### config.mk
export PLATFORM = sky130hd
export DESIGN_NAME = predict_resolve_queue
export DESIGN_NICKNAME = d
export VERILOG_FILES = /design/src/rtl/predict_resolve_queue_pkg.sv /design/src/rtl/pred_fifo_mem.sv /design/src/rtl/predict_resolve_queue.sv
export SDC_FILE = /design/constraint.sdc
export NUM_CORES = 1
export LEC_CHECK = 0
export ABC_AREA = 1
export BUFFER_PORTS_ARGS = -buffer_cell sky130_fd_sc_hd__clkbuf_2
export CAP_MARGIN = 20
export CORE_MARGIN = 3
export CORE_UTILIZATION = 50
export CTS_BUF_LIST = sky130_fd_sc_hd__clkbuf_8 sky130_fd_sc_hd__clkbuf_16
export CTS_CLUSTER_SIZE = 14
export DETAILED_ROUTE_END_ITERATION = 10
export GPL_TIMING_DRIVEN = 1
export PLACE_DENSITY = 0.75
export SLEW_MARGIN = 20
export SYNTH_ARGS = -nofsm -noshare
export SYNTH_HDL_FRONTEND = slang
export SYNTH_SLANG_ARGS = --single-unit
### constraint.sdc
create_clock -name Clk -period 2.1 [get_ports Clk]
set_input_delay 0.315 -clock Clk [delete_from_list [all_inputs] [get_ports Clk]]
set_output_delay 0.315 -clock Clk [all_outputs]
set_load 0.05 [all_outputs]
### src/rtl/predict_resolve_queue_pkg.sv
// Shared definitions for the predict/resolve queue: default sizing and the
// packed entry layout {taken, provider} kept for each in-flight prediction.
package predict_resolve_queue_pkg;

    localparam int DEFAULT_DEPTH      = 8;
    localparam int DEFAULT_PROVIDER_W = 3;

    typedef struct packed {
        logic                          taken;
        logic [DEFAULT_PROVIDER_W-1:0] provider;
    } entry_t;

endpackage

### src/rtl/pred_fifo_mem.sv
// Register array holding the in-flight predictions: one synchronous write
// port at the tail and one asynchronous read port at the head. Contents are
// deliberately not reset; a slot is only read after it has been written.
module pred_fifo_mem #(
    parameter int DEPTH = 8,
    parameter int WIDTH = 4,
    parameter int AW    = $clog2(DEPTH)
) (
    input  logic             clk,
    input  logic             wr_en,
    input  logic [AW-1:0]    wr_addr,
    input  logic [WIDTH-1:0] wr_data,
    input  logic [AW-1:0]    rd_addr,
    output logic [WIDTH-1:0] rd_data
);

    logic [WIDTH-1:0] mem [DEPTH];

    // Write the pushed entry into the tail slot
    always_ff @(posedge clk) begin
        if (wr_en) begin
            mem[wr_addr] <= wr_data;
        end
    end

    assign rd_data = mem[rd_addr];

endmodule

### src/rtl/predict_resolve_queue.sv
// In-order queue of branch predictions. Pushes record {taken, provider};
// each resolve pops the oldest entry and, one cycle later, strobes enable
// with the correctness of that prediction and its provider id.
module predict_resolve_queue
    import predict_resolve_queue_pkg::*;
#(
    parameter int DEPTH      = DEFAULT_DEPTH,
    parameter int PROVIDER_W = DEFAULT_PROVIDER_W
) (
    input  logic                       Clk,
    input  logic                       reset,
    input  logic                       PredValid,
    input  logic                       PredTaken,
    input  logic [PROVIDER_W-1:0]      PredProvider,
    input  logic                       OutcomeValid,
    input  logic                       OutcomeTaken,
    output logic                       BranchResult,
    output logic                       enable,
    output logic [PROVIDER_W-1:0]      ResolvedProvider,
    output logic [$clog2(DEPTH):0]     Count,
    output logic                       Full,
    output logic                       Empty,
    output logic                       Overflow,
    output logic                       Underflow
);

    localparam int AW = $clog2(DEPTH);
    localparam int CW = AW + 1;

    // Local entry layout follows the PROVIDER_W parameter of this instance
    typedef struct packed {
        logic                  taken;
        logic [PROVIDER_W-1:0] provider;
    } slot_t;

    logic [AW-1:0] head_ptr;
    logic [AW-1:0] tail_ptr;
    slot_t         wr_entry;
    slot_t         rd_entry;
    logic          push_ok;
    logic          pop_ok;

    assign Full  = (Count == CW'(DEPTH));
    assign Empty = (Count == '0);

    // A pop frees a slot this cycle, so a push into a full queue is still
    // accepted alongside it; an empty queue never bypasses a push to a pop.
    assign pop_ok  = OutcomeValid && !Empty;
    assign push_ok = PredValid && (!Full || pop_ok);

    assign wr_entry.taken    = PredTaken;
    assign wr_entry.provider = PredProvider;

    pred_fifo_mem #(
        .DEPTH (DEPTH),
        .WIDTH (1 + PROVIDER_W)
    ) u_mem (
        .clk     (Clk),
        .wr_en   (push_ok),
        .wr_addr (tail_ptr),
        .wr_data (wr_entry),
        .rd_addr (head_ptr),
        .rd_data (rd_entry)
    );

    // Pointer, occupancy and sticky error-flag bookkeeping
    always_ff @(posedge Clk or negedge reset) begin
        if (!reset) begin
            head_ptr  <= '0;
            tail_ptr  <= '0;
            Count     <= '0;
            Overflow  <= 1'b0;
            Underflow <= 1'b0;
        end else begin
            if (push_ok) begin
                tail_ptr <= tail_ptr + AW'(1);
            end
            if (pop_ok) begin
                head_ptr <= head_ptr + AW'(1);
            end
            case ({push_ok, pop_ok})
                2'b10:   Count <= Count + CW'(1);
                2'b01:   Count <= Count - CW'(1);
                default: Count <= Count;
            endcase
            if (PredValid && Full && !pop_ok) begin
                Overflow <= 1'b1;
            end
            if (OutcomeValid && Empty) begin
                Underflow <= 1'b1;
            end
        end
    end

    // Registered resolve result: strobe for one cycle, otherwise hold
    always_ff @(posedge Clk or negedge reset) begin
        if (!reset) begin
            enable           <= 1'b0;
            BranchResult     <= 1'b0;
            ResolvedProvider <= '0;
        end else begin
            enable <= pop_ok;
            if (pop_ok) begin
                BranchResult     <= (rd_entry.taken == OutcomeTaken);
                ResolvedProvider <= rd_entry.provider;
            end
        end
    end

endmodule

==> results of run 1 <==
## per-layer routing
metal | GRT usage [%] | up-vias | wire, um
met2 | 23.98 | 40 | 1723
li1 | - | 710 | -
met5 | 0 | - | 0
met1 | 22.21 | 610 | 1757
met4 | 6.681 | 0 | 87
met3 | 4.208 | 10 | 161
## area by class of cell
| class | instances | share of cell area, % |
|---|---|---|
| Multi-Input combinational cell | 121 | 27.78 |
| Inverter | 23 | 3.524 |
| Clock buffer | 5 | 2.809 |
| Clock inverter | 3 | 0.9193 |
| Sequential cell | 49 | 56.79 |
| Timing Repair Buffer | 25 | 5.618 |
| Tap cell | 50 | 2.554 |
## synthesized netlist by cell type
| cell | number |
|---|---|
| inv_2 | 2 |
| nor2_2 | 2 |
| edfxtp_1 | 32 |
| buf_4 | 3 |
| ha_1 | 5 |
| dfrtp_1 | 17 |
| o211ai_1 | 6 |
| o21bai_1 | 1 |
| inv_1 | 21 |
| nand2_2 | 3 |
| xnor2_1 | 1 |
| xor2_1 | 7 |
| buf_2 | 1 |
| nand3_1 | 13 |
| nor2_1 | 28 |
| a21oi_1 | 1 |
| or2_4 | 1 |
| a31o_2 | 1 |
| nand2_1 | 34 |
| o21ai_0 | 16 |
| nand2_4 | 1 |
| o21ai_1 | 1 |
## cell usage in the layout, fill, tap and decap left out, types with 2 or more instances in the layout
cell	instances
edfxtp_1	32
ha_1	3
nor2_1	28
clkbuf_2	21
xor2_1	6
nand3_1	12
o21ai_0	15
dfrtp_1	13
clkinv_4	2
ha_4	2
nand2_1	34
o211ai_1	6
inv_1	21
nand2_2	3
buf_4	3
inv_2	2
clkbuf_8	5
dfrtp_2	4
nor2_4	2
o21ai_1	2
## worst max-delay path by stage
| stage | start | end | slack, ps |
|---|---|---|---|
| 6_report | Count[0] | Count[2] | 170 |
| 5_1_grt | Count[0] | Count[2] | 10 |
| 4_1_cts | Count[0] | Count[2] | 90 |
| 3_5_place_dp | Count[0] | Count[2] | 120 |
| 3_3_place_gp | Count[0] | Count[2] | 120 |
| 2_1_floorplan | Count[0] | Count[2] | -120 |
## sequential cells by signal, indices dropped and copies added, names as in the netlist
signal and cells:
Overflow 1, enable 1, Underflow 1, u_mem.mem 32
BranchResult 1, tail_ptr 3, ResolvedProvider 3, Count 4
head_ptr 3
## timing repair
action,4_1_cts,5_1_grt
endpoints found under the hold margin,17,0
resized for setup,0,5
setup endpoints to repair,0,2
hold buffers,1,0
buffers inserted,0,0
## critical path, delay by kind of cell, from the launching register on
family | cells | cell delay [ps]
simple gates | 5 | 530
flops | 1 | 460
fa+ha+maj | 2 | 350
xor+xnor | 2 | 240
compound gates | 2 | 230
## power groups by stage
stage / Sequential [uW] / Clock, uW / Combinational (uW)
6_report: 1440 / 545 / 1600
5_1_grt: 1470 / 598 / 1760
4_1_cts: 1430 / 556 / 1580
3_5_place_dp: 1450 / 0 / 1570
3_3_place_gp: 1450 / 0 / 1560
2_1_floorplan: 1790 / 0 / 866
## logic make-up (layout without fill, tap and decap cells)
family	count (synthesis)	after routing	share of synthesized area (%)
compound gates	26	26	7.097
xor+xnor	8	8	3.285
fa+ha+maj	5	5	2.933
buf+inv	27	56	5.337
flops	49	49	64.99
simple gates	82	82	16.36
## metrics by stage
step | instance area, um^2 | worst slack (ps)
after CTS | 2420 | 91.76
after detailed placement | 2318 | 122.1
final | 2450 | 169.3
after global routing | 2450 | 10.06
after floorplan | 2156 | -116.9
after global placement | 2318 | 121.9
==> metrics.md, run 1 <==
| Metric | Value |
|---|---|
| Switching pwr | `1592 uW` |
| DR WL/cell | `13.51 um` |
| Max_cap viols | `0` |
| Worst-path cell chain | `nor2_4, nand2_1, nor2_4, nand2_2, nand2_4, ha_4, xor2_2, ha_1, a21oi_1, xor2_1, o21ai_1` |
| First-pass GRT wire length | `6141 um` |
| Die Area | `slightly above 5000 um^2` |
| Sum Neg Setup Slack | `0 ps` |
| Highest achievable clock rate | `between 500 and 600 MHz` |
| Skew final | `~6.3 ps` |
| Via density | `4.964` |
| Synthesis-stage register bit count | `49` |
| Initial antenna violation count | `0` |
| Worst Setup End Kind | `flop` |
| CP max stage delay | `around 460 ps` |
| Worst R2R Setup Slack | `170 ps` |
| Synth top area cells | `edfxtp_1, dfrtp_1, nand2_1` |
| Hold path start | `OutcomeTaken` |
| Fin crit share | `91.94%` |
| Post-Syn Area | `2133 um^2` |
| CP Max Fanout | `6` |
| Total Routed Length | `~3700 um` |
| Sequential cell area | `1391 um^2` |
| Clock Latency Late Sink | `300 ps` |
| Logic pwr share | `~45%` |
| Reg2reg start | `Count[0]` |
| CP Launch Type | `flop` |
| Final setup vio count | `0` |
| Mapped Cells | `~200` |
| Internal power | `1990 uW` |
| Peak supply drop | `slightly above 600 uV` |
| Warnings from Yosys | `0` |
| Unrepaired setup endpoints after global routing | `false` |
| Cell Rows | `23` |
| Post-synthesis cell type count | `22` |
| DRC viols | `0` |
| Critical path data arrival time | `2120 ps` |
| WHS | `292.8 ps` |
| GR Overflow Total | `0` |
| # port buffers | `21` |
| Area occupied by multi-input gates | `680.7 um^2` |
| Worst hold path depth | `4` |
| Top cell type's share of synthesized area | `45.04%` |
| Part of the power in registers | `40.2%` |
| Static Leak | `0.001043 uW` |
| Most numerous cell on the critical path | `nor2_4` |
| Worst Hold Class | `in2reg` |
| Reg2Reg Capture Point | `Count[2]` |
| H-tree levels | `2` |
| Clock transition at the registers of the reported paths | `80 ps` |
| N_diodes | `0` |
| Cts bufs inserted | `5` |
| Nets@finish | `239` |
| Hold Vio Cnt, Final | `0` |
| Worst slew pin tran | `between 400 and 500 ps` |
| Req. time, crit path | `2290 ps` |
| Net Sw Frac | `44.44%` |
| PwrDens | `1462 nW/um^2` |
| Core area | `4058 um^2` |
| Violation count after the first detailed-route iteration | `88` |
| Slew Limit Fails | `0` |
| CTS sink count | `49` |
| # IOs | `22` |
| Fraction of layout cells with a size suffix above 1 | `22.12%` |
| Die width | `71.32 um` |
| Vias | `around 1400` |
| Fill count | `330` |
| Vias in the first global route | `1260` |
| Syn Area/Cell | `10.83 um^2` |
| Largest net degree at the start of global routing | `18` |
| Sequential fraction of the synthesis area | `between 60% and 70%` |
| Initial core utilization | `52.57%` |
| Drt first pass iters | `4` |
| Fin cells | `approximately 280` |
| Slowest CP cell | `dfrtp_2` |
| Post-DP HPWL | `2653 um` |
| Tot GR Track Use | `16.00%` |
| Slew margin rel. | `a little over two thirds` |
| Detail Route Antenna Nets | `0` |
| Placed insts | `267` |
| Chip height | `71.32 um` |
| CTS tree | `built` |
| Max clock buf depth | `2` |
| Final Power | `3582 uW` |
| Cell taking the most area after synthesis | `edfxtp_1` |
| Synth Net Count | `211` |
| Root Buffer | `clkbuf_8` |
| Routability cong. | `between 0.8 and 0.9` |
| Final Util | `60.38%` |
| Min Tclk post-route | `1931 ps` |
| Cell count of the worst reg-to-reg path | `11` |
| Status | `finished, final reports clean` |
| CP Class | `reg2reg` |
| Clk network pwr share | `15.2%` |
| Area growth syn-to-layout | `14.84%` |
| Hold Path Sink | `BranchResult` |
Note: power is estimated with default switching activity, not from simulation.
==> run 2, diff against run 1 <==
--- a/config.mk
+++ b/config.mk
@@ -14,7 +14,7 @@
 export CTS_CLUSTER_SIZE = 14
 export DETAILED_ROUTE_END_ITERATION = 10
 export GPL_TIMING_DRIVEN = 1
-export PLACE_DENSITY = 0.75
+export PLACE_DENSITY = 0.77
 export SLEW_MARGIN = 20
 export SYNTH_ARGS = -nofsm -noshare
 export SYNTH_HDL_FRONTEND = slang
==> constraint.sdc (replaced) <==
create_clock -name Clk -period 2.4 [get_ports Clk]
set_input_delay 0.36 -clock Clk [delete_from_list [all_inputs] [get_ports Clk]]
set_output_delay 0.36 -clock Clk [all_outputs]
set_load 0.05 [all_outputs]
==> metrics.md, run 2 (synthesized netlist as in run 1, its figures left out) <==
| Metric | Value |
|---|---|
| # Post-CTS Setup Buffers | `0 (unchanged)` |
| Slowest CP cell | `dfrtp_1` |
| Most frequent cells in the layout | `nand2_1, edfxtp_1, nor2_1` |
| # IOs | `22 (unchanged)` |
| CP Max Fanout | `10 (+4)` |
| Die Area | `5087 um^2 (unchanged)` |
| Worst-path cell chain | `nor2_2, nand3_1, nand2_2, inv_2, ha_1, xor2_1, ha_1, a21oi_1, xor2_1, o21ai_0` |
| Reg2reg start | `Count[1]` |
| Vias in the first global route | `1356 (+7.6%)` |
| CP Class | `reg2reg` |
| Largest net degree at the start of global routing | `18 (unchanged)` |
| Drt first pass iters | `4 (unchanged)` |
| Worst Setup End Kind | `flop` |
| Skew final | `9.907 ps (+3.592 ps)` |
| Min Tclk post-route | `2154 ps (+223.0 ps)` |
| Worst R2R Setup Slack | `250 ps (+80 ps)` |
| Failing checks | `hold timing` |
| Unrepaired setup endpoints after global routing | `false` |
| Post-DP HPWL | `2803 um (+5.7%)` |
| Reg2Reg Capture Point | `Count[2]` |
| Max reg flops | `32 (unchanged)` |
| PwrDens | `1292 nW/um^2 (-12%)` |
| First-pass GRT wire length | `6444 um (+4.9%)` |
| WHS | `-13.80 ps (-306.6 ps)` |
| Root Buffer | `clkbuf_8` |
| Fin crit share | `89.74% (-2.2 points)` |
| Worst Hold Class | `in2async` |
| Detail Route Antenna Nets | `0 (unchanged)` |
| Reg with most FFs | `u_mem.mem` |
| Setup WS pre-CTS | `272.0 ps (+149.9 ps)` |
| CP Buf/Inv Count | `1 (+1)` |
| Req. time, crit path | `2590 ps (+300 ps)` |
| Initial antenna violation count | `0 (unchanged)` |
| # port buffers | `21 (unchanged)` |
| Clock transition at the registers of the reported paths | `90 ps (about the same)` |
| Critical path data arrival time | `2340 ps (+220 ps)` |
| Slew Limit Fails | `0 (unchanged)` |
| DRC viols | `0 (unchanged)` |
| Slew margin rel. | `67.11% (-3.7 points)` |
| Fill count | `347 (+5.2%)` |
| DR WL/cell | `14.02 um (+3.7%)` |
| Sum Neg Setup Slack | `0 ps (unchanged)` |
| Cell Rows | `23 (unchanged)` |
| H-tree levels | `2 (unchanged)` |
| Die width | `71.32 um (unchanged)` |
| Commonest non-fill, non-tap cell in the layout | `nand2_1` |
| Chip height | `71.32 um (unchanged)` |
| Max_cap viols | `0 (unchanged)` |
| CP Launch Type | `flop` |
| # resized after CTS | `0 (unchanged)` |
| Cell count of the worst reg-to-reg path | `10 (-1)` |
| Static Leak | `0.001027 uW (-1.5%)` |
| Final worst setup slack | `246.3 ps (+77.00 ps)` |
| Total Routed Length | `3827 um (+2.6%)` |
| Clock Latency Late Sink | `300 ps (about the same)` |
| Routability cong. | `0.8016 (-3.9%)` |
| GR Overflow Total | `0 (unchanged)` |
| Tot GR Track Use | `16.60% (+0.60 points)` |
| CTS tree | `built` |
| Hold-fix buffer count after cts | `0 (-1)` |
| Nets@finish | `236 (-1.3%)` |
| N_diodes | `0 (unchanged)` |
| Highest achievable clock rate | `464.3 MHz (-10%)` |
| Via density | `5.103 (+2.8%)` |
| CTS sink count | `49 (unchanged)` |
| Core area | `4058 um^2 (unchanged)` |
| CP max stage delay | `450 ps (about the same)` |
| Area growth syn-to-layout | `11.20%` |
| Cts bufs inserted | `5 (unchanged)` |
| Top delay family on crit path | `simple AND/OR/NAND/NOR gates` |
| Max clock buf depth | `2 (unchanged)` |
| Worst slew pin tran | `493.4 ps (+55.68 ps)` |
| Fraction of layout cells with a size suffix above 1 | `17.94% (-4.2 points)` |
| Final setup vio count | `0 (unchanged)` |
| Largest regs | `u_mem.mem: 32 flops, Count: 4 flops` |
| Initial core utilization | `52.57% (unchanged)` |
| Peak supply drop | `453.8 uV (-25%)` |
| Vias | `1393 (+1.7%)` |
| Violation count after the first detailed-route iteration | `106 (+20%)` |
| Hold Vio Cnt, Final | `17 (+17)` |
| Status | `finished, violations left` |
run 2: cell types whose count changed in the layout (fill, tap and decap cells not counted), moves of 2 or more:
cell      change
clkinv_4      -2
ha_4          -2
buf_4         -2
ha_1          +2
dfrtp_1       +4
dfrtp_2       -4
run 2: how the worst max path moves through the flow:
stage	slack (ps)	cells past startpoint	to	startpoint
after floorplan	30	11	Count[2]	Count[1]
after detailed placement	270	10	Count[2]	Count[1]
after global placement	400	10	Count[2]	Count[1]
after global routing	60	10	Count[2]	Count[1]
after CTS	260	10	Count[2]	Count[1]
final	250	10	Count[2]	Count[1]
run 2: worst reg2reg max path, stage by stage (launching register included):
cell	delay (ps)
dfrtp_1	450
nor2_2	180
nand3_1	150
nand2_2	160
inv_2	110
ha_1	250
xor2_1	180
ha_1	210
a21oi_1	150
xor2_1	140
o21ai_0	80
run 2: metrics by stage:
stage	total power, uW	hold slack, ps	utilization, %	cells	instance area, um^2
CTS	3089	2.334	58.46	273	2372
global route	3274	16.46	58.46	273	2372
global placement	2575	318.7	56.34	265	2286
detailed placement	2628	333.2	56.34	265	2286
floorplan	2308	64.41	-	197	2138
finish	3065	-13.80	58.46	273	2372
run 2: power breakdown:
part	total [uW]	internal, uW	switching [uW]	leakage [uW]
Combinational	1310	376	930	0.000493
Clock	462	201	261	0.0000439
Sequential	1300	1120	181	0.000491
Total	3060	1690	1370	0.00103
run 2: cell type report:
cell class / instances / area [um^2] / area share, %
clock buffer: 5 / 68.82 / 2.901
inverter: 23 / 86.33 / 3.639
tap: 50 / 62.56 / 2.637
sequential: 49 / 1386 / 58.44
multi-input combinational: 121 / 638.1 / 26.90
clock inverter: 3 / 17.52 / 0.7384
timing repair buffer: 22 / 112.6 / 4.747
run 2: layer usage:
| layer | GRT usage [%] | wire, um | vias to the layer above |
|---|---|---|---|
| met1 | 20.99 | 1647 | 660 |
| met2 | 27.65 | 1952 | 31 |
| li1 | - | - | 700 |
| met5 | 0 | 0 | - |
| met3 | 4.628 | 213 | 2 |
| met4 | 5.428 | 13 | 0 |
